===== src/rtl/fs_pkg.sv =====
// fs_pkg: shared defaults and the controller state type for the
// frequency-synthesizer serial load sequencer.
//   FS_WORD_W     - default bits per serial word
//   FS_DIV        - default system clocks per serial-clock half-period
//   FS_LE_CYCLES  - default latch-enable width in serial-clock periods
//   FS_GAP_CYCLES - default idle clocks after latch-enable falls
package fs_pkg;

  localparam int FS_WORD_W     = 32;
  localparam int FS_DIV        = 4;
  localparam int FS_LE_CYCLES  = 2;
  localparam int FS_GAP_CYCLES = 2;

  typedef enum logic [2:0] {
    IDLE     = 3'd0,
    SHIFT_LO = 3'd1,
    SHIFT_HI = 3'd2,
    LATCH    = 3'd3,
    GAP      = 3'd4
  } fs_state_e;

endpackage


===== src/rtl/fs_serial_shifter.sv =====
// fs_serial_shifter: LSB-first shift register with half-period divider and
// bit counter for the synthesizer's 3-wire load interface.
//   clk, srst  - system clock, synchronous active-high reset
//   load       - capture word into the shift register, bit counter to 0
//   start      - begin a word: serial clock low, divider restarted
//   word       - word to be shifted out
//   half_tick  - last system clock of the current serial-clock half-period
//   last_bit   - the bit currently presented is the final bit of the word
//   sclk       - serial clock
//   sdata      - serial data (0 once the word has been fully shifted)
module fs_serial_shifter
  import fs_pkg::*;
#(
  parameter int WORD_W = FS_WORD_W,
  parameter int DIV    = FS_DIV
) (
  input  logic              clk,
  input  logic              srst,
  input  logic              load,
  input  logic              start,
  input  logic [WORD_W-1:0] word,
  output logic              half_tick,
  output logic              last_bit,
  output logic              sclk,
  output logic              sdata
);

  localparam int DIV_W = $clog2(DIV + 1);
  localparam int BIT_W = (WORD_W > 1) ? $clog2(WORD_W) : 1;
  localparam logic [DIV_W-1:0] DIV_LAST = DIV_W'(DIV - 1);
  localparam logic [BIT_W-1:0] BIT_LAST = BIT_W'(WORD_W - 1);

  logic [WORD_W-1:0] shift_reg;
  logic [BIT_W-1:0]  bit_cnt_reg;
  logic [DIV_W-1:0]  div_cnt_reg;
  logic              sclk_reg;
  logic              active_reg;
  logic              fall_tick;

  assign half_tick = active_reg && (div_cnt_reg == DIV_LAST);
  // End of a high half-period: the device has sampled, move to the next bit.
  assign fall_tick = half_tick && sclk_reg;
  assign last_bit  = (bit_cnt_reg == BIT_LAST);
  assign sclk      = sclk_reg;
  assign sdata     = shift_reg[0];

  always_ff @(posedge clk) begin
    if (srst) begin
      shift_reg   <= '0;
      bit_cnt_reg <= '0;
    end else if (load) begin
      shift_reg   <= word;
      bit_cnt_reg <= '0;
    end else if (fall_tick) begin
      if (last_bit) begin
        // Clearing the register keeps the data pin low through LATCH/GAP.
        shift_reg   <= '0;
        bit_cnt_reg <= '0;
      end else begin
        shift_reg   <= shift_reg >> 1;
        bit_cnt_reg <= bit_cnt_reg + BIT_W'(1);
      end
    end
  end

  always_ff @(posedge clk) begin
    if (srst) begin
      div_cnt_reg <= '0;
      sclk_reg    <= 1'b0;
      active_reg  <= 1'b0;
    end else if (start) begin
      div_cnt_reg <= '0;
      sclk_reg    <= 1'b0;
      active_reg  <= 1'b1;
    end else if (active_reg) begin
      if (half_tick) begin
        div_cnt_reg <= '0;
        sclk_reg    <= ~sclk_reg;
        if (sclk_reg && last_bit) begin
          active_reg <= 1'b0;
        end
      end else begin
        div_cnt_reg <= div_cnt_reg + DIV_W'(1);
      end
    end
  end

endmodule


===== src/rtl/fs_load_sequencer.sv =====
// fs_load_sequencer: shares the synthesizer's serial load pins between NREQ
// requesters. Round-robin arbitration, whole-word req/ack capture, LSB-first
// shift at a divided rate, latch-enable pulse, then an idle gap.
//   clkIN, rstIN - system clock, synchronous active-high reset
//   reqIN        - per-requester request level
//   dataIN       - requester i word on [i*WORD_W +: WORD_W]
//   ackOUT       - one-hot single-cycle capture pulse
//   grantOUT     - one-hot owner of the word in flight, 0 when idle
//   busyOUT      - high from capture until the end of the gap
//   doneOUT      - single-cycle pulse as latch-enable falls
//   clkOUT, dataOUT, leOUT - serial clock, data, latch enable
module fs_load_sequencer
  import fs_pkg::*;
#(
  parameter int NREQ       = 2,
  parameter int WORD_W     = FS_WORD_W,
  parameter int DIV        = FS_DIV,
  parameter int LE_CYCLES  = FS_LE_CYCLES,
  parameter int GAP_CYCLES = FS_GAP_CYCLES
) (
  input  logic                   clkIN,
  input  logic                   rstIN,
  input  logic [NREQ-1:0]        reqIN,
  input  logic [NREQ*WORD_W-1:0] dataIN,
  output logic [NREQ-1:0]        ackOUT,
  output logic [NREQ-1:0]        grantOUT,
  output logic                   busyOUT,
  output logic                   doneOUT,
  output logic                   clkOUT,
  output logic                   dataOUT,
  output logic                   leOUT
);

  localparam int PTR_W   = (NREQ > 1) ? $clog2(NREQ) : 1;
  localparam int LE_TOT  = LE_CYCLES * 2 * DIV;
  localparam int CNT_MAX = (LE_TOT > GAP_CYCLES) ? LE_TOT : GAP_CYCLES;
  localparam int CNT_W   = $clog2(CNT_MAX + 1);
  localparam logic [CNT_W-1:0] LE_LAST  = CNT_W'(LE_TOT - 1);
  localparam logic [CNT_W-1:0] GAP_LAST = CNT_W'((GAP_CYCLES > 0) ? GAP_CYCLES - 1 : 0);
  localparam logic [PTR_W-1:0] PTR_MAX  = PTR_W'(NREQ - 1);

  fs_state_e         state_reg, state_next;
  logic [CNT_W-1:0]  cnt_reg, cnt_next;
  logic [PTR_W-1:0]  ptr_reg, ptr_next;
  logic [NREQ-1:0]   grant_reg, grant_next;
  logic [NREQ-1:0]   ack_reg, ack_next;
  logic              done_reg, done_next;

  logic [NREQ-1:0]   at_or_after;
  logic [NREQ-1:0]   masked_req;
  logic [NREQ-1:0]   pick_req;
  logic [PTR_W-1:0]  gnt_idx;
  logic [WORD_W-1:0] words [NREQ];
  logic              capture;
  logic              half_tick;
  logic              last_bit;
  logic              sclk;
  logic              sdata;

  for (genvar gi = 0; gi < NREQ; gi++) begin : g_req
    assign words[gi]       = dataIN[gi*WORD_W +: WORD_W];
    assign at_or_after[gi] = (PTR_W'(gi) >= ptr_reg);
  end

  // Round-robin: lowest requester at or above the pointer, else wrap to the
  // lowest requester overall.
  always_comb begin
    masked_req = reqIN & at_or_after;
    pick_req   = (|masked_req) ? masked_req : reqIN;
    gnt_idx    = '0;
    for (int i = NREQ - 1; i >= 0; i--) begin
      if (pick_req[i]) begin
        gnt_idx = PTR_W'(i);
      end
    end
  end

  always_comb begin
    state_next = state_reg;
    cnt_next   = cnt_reg;
    ptr_next   = ptr_reg;
    grant_next = grant_reg;
    ack_next   = '0;
    done_next  = 1'b0;
    capture    = 1'b0;
    unique case (state_reg)
      IDLE: begin
        if (|reqIN) begin
          capture    = 1'b1;
          grant_next = NREQ'(1) << gnt_idx;
          ack_next   = NREQ'(1) << gnt_idx;
          ptr_next   = (gnt_idx == PTR_MAX) ? '0 : gnt_idx + PTR_W'(1);
          state_next = SHIFT_LO;
        end
      end
      SHIFT_LO: begin
        if (half_tick) begin
          state_next = SHIFT_HI;
        end
      end
      SHIFT_HI: begin
        if (half_tick) begin
          if (last_bit) begin
            state_next = LATCH;
            cnt_next   = '0;
          end else begin
            state_next = SHIFT_LO;
          end
        end
      end
      LATCH: begin
        if (cnt_reg == LE_LAST) begin
          done_next = 1'b1;
          cnt_next  = '0;
          if (GAP_CYCLES == 0) begin
            state_next = IDLE;
            grant_next = '0;
          end else begin
            state_next = GAP;
          end
        end else begin
          cnt_next = cnt_reg + CNT_W'(1);
        end
      end
      GAP: begin
        if (cnt_reg == GAP_LAST) begin
          state_next = IDLE;
          grant_next = '0;
          cnt_next   = '0;
        end else begin
          cnt_next = cnt_reg + CNT_W'(1);
        end
      end
      default: begin
        state_next = IDLE;
        grant_next = '0;
        cnt_next   = '0;
      end
    endcase
  end

  always_ff @(posedge clkIN) begin
    if (rstIN) begin
      state_reg <= IDLE;
      cnt_reg   <= '0;
      ptr_reg   <= '0;
      grant_reg <= '0;
      ack_reg   <= '0;
      done_reg  <= 1'b0;
    end else begin
      state_reg <= state_next;
      cnt_reg   <= cnt_next;
      ptr_reg   <= ptr_next;
      grant_reg <= grant_next;
      ack_reg   <= ack_next;
      done_reg  <= done_next;
    end
  end

  fs_serial_shifter #(
    .WORD_W (WORD_W),
    .DIV    (DIV)
  ) u_shifter (
    .clk       (clkIN),
    .srst      (rstIN),
    .load      (capture),
    .start     (capture),
    .word      (words[gnt_idx]),
    .half_tick (half_tick),
    .last_bit  (last_bit),
    .sclk      (sclk),
    .sdata     (sdata)
  );

  assign ackOUT   = ack_reg;
  assign grantOUT = grant_reg;
  assign doneOUT  = done_reg;
  assign busyOUT  = (state_reg != IDLE);
  assign leOUT    = (state_reg == LATCH);
  assign clkOUT   = sclk;
  assign dataOUT  = sdata;

endmodule


===== config.mk =====
export PLATFORM = sky130hd
export DESIGN_NAME = fs_load_sequencer
export DESIGN_NICKNAME = d
export VERILOG_FILES = /design/src/rtl/fs_pkg.sv /design/src/rtl/fs_serial_shifter.sv /design/src/rtl/fs_load_sequencer.sv
export SDC_FILE = /design/constraint.sdc
export NUM_CORES = 1
export LEC_CHECK = 0
export CORE_MARGIN = 1.5
export CORE_UTILIZATION = 53
export CTS_CLUSTER_SIZE = 16
export DETAILED_ROUTE_END_ITERATION = 10
export GPL_TIMING_DRIVEN = 0
export PLACE_DENSITY = 0.88
export SLEW_MARGIN = 20
export SYNTH_ARGS = -nofsm -noshare
export SYNTH_HDL_FRONTEND = slang
export SYNTH_SLANG_ARGS = --single-unit
export TNS_END_PERCENT = 5

===== constraint.sdc =====
create_clock -name clkIN -period 5.15 [get_ports clkIN]
set_input_delay 1.03 -clock clkIN [delete_from_list [all_inputs] [get_ports clkIN]]
set_output_delay 1.03 -clock clkIN [all_outputs]
set_load 0.005 [all_outputs]

== Yosys cells after proc, flatten, opt, wreduce, memory -nomap -nowiden ==
Index checks and enable logic that the tools add are counted.

* Add/subtract/negate cells: 4
* Order comparisons: 3
* Equal/unequal tests: 14
* Shift-type cells: 1
* Multiplexer cells: 34
* Bitwise gates (word level): 8
* Reductions and logical operators: 18

{| class="wikitable"
|+ Operators with widths
! kind !! number
|-
| $mux W32 || 5
|-
| $mux W31 || 1
|-
| $mux W5 || 5
|-
| $pmux W5 S4 || 1
|-
| $mux W3 || 6
|-
| $pmux W3 S5 || 1
|-
| $add A5 B1 Y5 const B || 2
|-
| $mux W1 || 10
|-
| $reduce_or A2 Y1 || 5
|-
| $eq A3 B2 Y1 const B || 3
|-
| $mux W2 || 4
|-
| $ne A2 B1 Y1 const B || 4
|-
| $not A1 Y1 || 6
|-
| $pmux W2 S3 || 1
|-
| $reduce_and A3 Y1 || 2
|-
| $reduce_or A3 Y1 || 2
|-
| $eq A5 B1 Y1 const B || 1
|-
| $eq A5 B4 Y1 const B || 1
|-
| $eq A5 B5 Y1 const B || 1
|-
| $reduce_and A5 Y1 || 1
|-
| $ne A2 B2 Y1 const B || 2
|-
| $reduce_and A2 Y1 || 2
|-
| $add A3 B1 Y3 const B || 1
|-
| $eq A3 B1 Y1 const B || 1
|-
| 11 further kinds || 14
|}

* Bits in registers: 56
* Output and inout port bits: 9
* Word-level logic and storage cells: 93

== Longest topological paths before layout ==
* Depth in word-level cells: 11
* Mapped depth: 9
* Depth with buffers taken out: 9

== Hierarchy ==
Synthesis repeated with hierarchy kept, for this count alone.

* Cell total of the unflattened synthesis: 349
* Area total of the unflattened synthesis: 3133.0 um^2

{| class="wikitable"
|+ Modules (own cells, without submodules)
! module !! instances !! cells each !! area an instance (um^2) !! sequential area each (um^2)
|-
| fs_serial_shifter || 1 || 235 || 2021.9 || 840.8
|-
| fs_load_sequencer || 1 || 114 || 1111.1 || 280.3
|}

== Least setup slack after synthesis ==
Ideal clock, no wire load.

* Path kind: input-to-reg
* Start: input port reqIN[0]
* End: register u_shifter.shift_reg[0]
* Setup time: 138 ps
* Data arrival time: 2162 ps
* Slack: 2850 ps
* Stages: 5
* Path buffers: 1
* Path through: inv_1 > o21ai_1 > clkbuf_1 > mux2i_1 > a211oi_1

* Cells in the longest elaborated chain, start to end: 10
* Elaborated cells on any way between the ends: 14
* Those cells by class: mux: 9; bitwise: 2; reduce/logical: 3

{| class="wikitable"
|+ RTL lines
! what !! line !! RTL
|-
| start: declaration || fs_load_sequencer.sv:23 || <nowiki>input logic [NREQ-1:0] reqIN,</nowiki>
|-
| $and A2 B2 Y2 || fs_load_sequencer.sv:68 || <nowiki>masked_req = reqIN & at_or_after;</nowiki>
|-
| $reduce_or A2 Y1 || fs_load_sequencer.sv:69 || <nowiki>pick_req = (|masked_req) ? masked_req : reqIN;</nowiki>
|-
| $mux W2 || fs_load_sequencer.sv:69 ||
|-
| $mux W1 (2 in series) || fs_load_sequencer.sv:72 || <nowiki>if (pick_req[i]) begin</nowiki>
|-
| $not A1 Y2 (implied by the code) || fs_load_sequencer.sv:168 || <nowiki>.word (words[gnt_idx]),</nowiki>
|-
| $mux W32 (implied by the code) (3 in series) || fs_load_sequencer.sv:168 ||
|-
| $mux W32 || fs_serial_shifter.sv:51 || <nowiki>end else if (load) begin</nowiki>
|-
| end signal: assignment || fs_serial_shifter.sv:52 || <nowiki>shift_reg <= word;</nowiki>
|-
| end signal: assignment || fs_serial_shifter.sv:60 || <nowiki>shift_reg <= shift_reg >> 1;</nowiki>
|-
| end: declaration || fs_serial_shifter.sv:33 || <nowiki>logic [WORD_W-1:0] shift_reg;</nowiki>
|}

Parallel ways exist; a longest one is shown, timed or not. The select of a mux whose other input is x is not followed.
A chain may end at the register's enable or synchronous reset.

== Worst setup path in the final report ==
* Start: input port reqIN[0]
* End: register u_shifter.shift_reg[1]

The elaborated chain is that of the path after synthesis.

==> results.json <==
{
  "status": "complete, no violations",
  "syn_to_final_growth_pct": 33.0,
  "hold_viol": 0,
  "skew_ps": 9.87,
  "drive_above_1_share": 0.0773,
  "worst-path-buf-inv": 3,
  "drv_slew": 0,
  "ys_ff_latch": 56,
  "initial_core_util": 0.545,
  "clkLatencyLatePin_ps": 310,
  "synth_edf_count": 0,
  "tritoncts": "yes",
  "finalSetupTns_ps": 0,
  "rrSetupSlack_ps": 3030,
  "setup_ws_ps": 2130,
  "synth_area_sq_mm": 0.00297,
  "dpl_cell_area_sq_mm": 0.00382,
  "yosysTopAreaCell": "dfxtp_1",
  "synth.yosys.warnings": 0,
  "syn_inst": 317,
  "grt_overflow_total": 0,
  "reg2reg_depth": 8,
  "clock_sinks": 56,
  "rows": 27,
  "p_total_w": 0.00145,
  "yosys.area.top_type_share": 0.378,
  "dieArea_sq_mm": 0.00605,
  "crit_path_top_delay_cell": "clkbuf_1",
  "cp.arrival_ps": 3200,
  "dpl.hpwl_mm": 5.34,
  "r2r-end": "u_shifter.shift_reg[6]",
  "setup_viol": 0,
  "crit_path_max_fanout": 10,
  "holdPathEnd": "grantOUT[1]",
  "design.core.area_sq_mm": 0.00544,
  "io_buffers": 76,
  "largest_register_ffs": 32,
  "clock.fmax_mhz": 331,
  "max_stage_delay_ps": 630,
  "dp_slack_ps": 1810,
  "grt_pass1_wl_mm": 12.4,
  "cp_num_cells": 6,
  "leakage_nw": 1.52,
  "cts-root-buf": "clkbuf_8",
  "vdd_drop_max_uv": 214,
  "rsz0062_at_grt": "false",
  "hold_class": "reg2reg",
  "synthFlopType": "dfxtp_1",
  "cts_resized": 0,
  "r2r_start": "u_shifter.bit_cnt_reg[0]",
  "hp-start": "grantOUT[1]",
  "critical_path_class": "in2reg",
  "crit_family": "buffers and inverters",
  "worstMarginPinSlew_ps": 734,
  "vias_per_cell": 5.79,
  "dp.cells": 465,
  "whs_path_depth": 2,
  "worst-endpoint-required_ps": 5330,
  "grt_pass1_vias": 2689,
  "start_kind": "input pin",
  "fin_crit_sh": 0.586,
  "max-cap-violations": 0,
  "insertedDiodeCount": 0,
  "wl_mm": 7.26,
  "cts_hold_buf": 0,
  "drtAntennaViolNets": 0,
  "drt_iter0_drc": 95,
  "pin_count": 77,
  "final_area_sq_mm": 0.00394,
  "wl_per_cell_microns": 15.3,
  "synth_nets": 393,
  "slew_headroom": 0.511,
  "yosysUniqueCellTypes": 44,
  "crit_path_end_kind": "register",
  "cts_setup_buffers": 0,
  "seq_area_frac_synth": 0.378,
  "fin_crit_ps": 3020,
  "ys_top_cells_by_area": "dfxtp_1 38%, a211oi_1 16%, mux2i_1 12%, nor3b_1 8.1%, ha_1 3.4%",
  "dr.pass1.iters": 4,
  "grt_max_degree": 17,
  "die_y_microns": 77.8,
  "clkTransAtPathRegs_ps": 100,
  "final_net_count": 476,
  "synth.most_common_cell": "a211oi_1",
  "async_reset_ff_frac": 0,
  "routabilityCongestion": 0.856,
  "p_per_area_mw_per_mm2": 368,
  "cts_buffer_depth": 2,
  "grt_util_all_layers": 0.249,
  "cts_buffers": 5,
  "die_w_microns": 77.8,
  "remaining_drc_errors": 0,
  "antenna_found_initial": 0,
  "syn_area_per_cell_sq_um": 9.35,
  "route.vias.total": 2737,
  "htreeDepth": 2,
  "fin_cells": 473,
  "crit_chain": "clkdlybuf4s50_1 -> inv_1 -> o21ai_1 -> clkbuf_1 -> mux2i_1 -> a211oi_1",
  "ys_top_cells_by_count": "62 x a211oi_1, 56 x dfxtp_1, 36 x mux2i_1"
}
==> through the flow <==
stage                     hold WS, ps   util
after floorplan                   427      -
after global placement            439  0.702
after detailed placement          447  0.702
after CTS                         462  0.725
after global routing              476  0.725
final                             459  0.725
==> placed cells by master, fill, tap and decap left out, types with 4 or more instances in the layout <==
cell type / instances
nor2_1: 23
nand2_1: 6
clkdlybuf4s50_1: 76
dfxtp_1: 56
mux2i_1: 36
nand3_1: 6
ha_1: 8
a21oi_1: 11
nor3b_1: 32
clkbuf_8: 9
o21ai_0: 4
clkbuf_1: 14
inv_1: 7
buf_1: 4
buf_2: 8
a211oi_1: 62
==> area by class of cell <==
cell class	count	area, sq um
buffer	32	166
clock buffer	7	96.3
clock inverter	1	30.0
fill	406	1500
inverter	7	26.3
multi-input combinational	222	1650
sequential	56	1120
tap	72	90.1
timing repair buffer	76	761
==> layer usage <==
layer,vias to the layer above,part of all wire,track usage,routed length (microns)
li1,1352,-,-,-
met1,1310,0.45,0.304,3250
met2,64,0.49,0.447,3570
met3,11,0.049,0.0447,357
met4,0,0.012,0.0618,89
met5,-,0,0,0
==> cell families (layout without fill, tap and decap cells) <==
kind of cell | count (synthesis) | in the layout | share of synthesized area
buf+inv | 39 | 123 | 0.0650
flops | 56 | 56 | 0.378
simple gates | 86 | 86 | 0.178
fa+ha+maj | 8 | 8 | 0.0338
xor+xnor | 2 | 2 | 0.00591
mux | 37 | 37 | 0.125
compound gates | 89 | 89 | 0.214
==> worst max path at each step <==
stage                  start                      to
finish              reqIN[0]  u_shifter.shift_reg[1]
global route        reqIN[0]  u_shifter.shift_reg[1]
CTS                 reqIN[0]  u_shifter.shift_reg[0]
detailed placement  reqIN[0]  u_shifter.shift_reg[0]
global placement    reqIN[0]  u_shifter.shift_reg[1]
floorplan           reqIN[0]  u_shifter.shift_reg[0]
==> power breakdown <==
part	internal, W	total, W	switching (W)
clock network	0.000172	0.000312	0.000140
registers	0.000543	0.000600	0.0000568
logic	0.000272	0.000538	0.000266
==> tightest hold or removal path: cells and delay by family (launching register included) <==
kind | cells | cell delay, ps
AOI/OAI and AO/OA | 1 | 60
buffers and inverters | 1 | 40
DFF | 1 | 320
(Power assumes the default switching activity.)
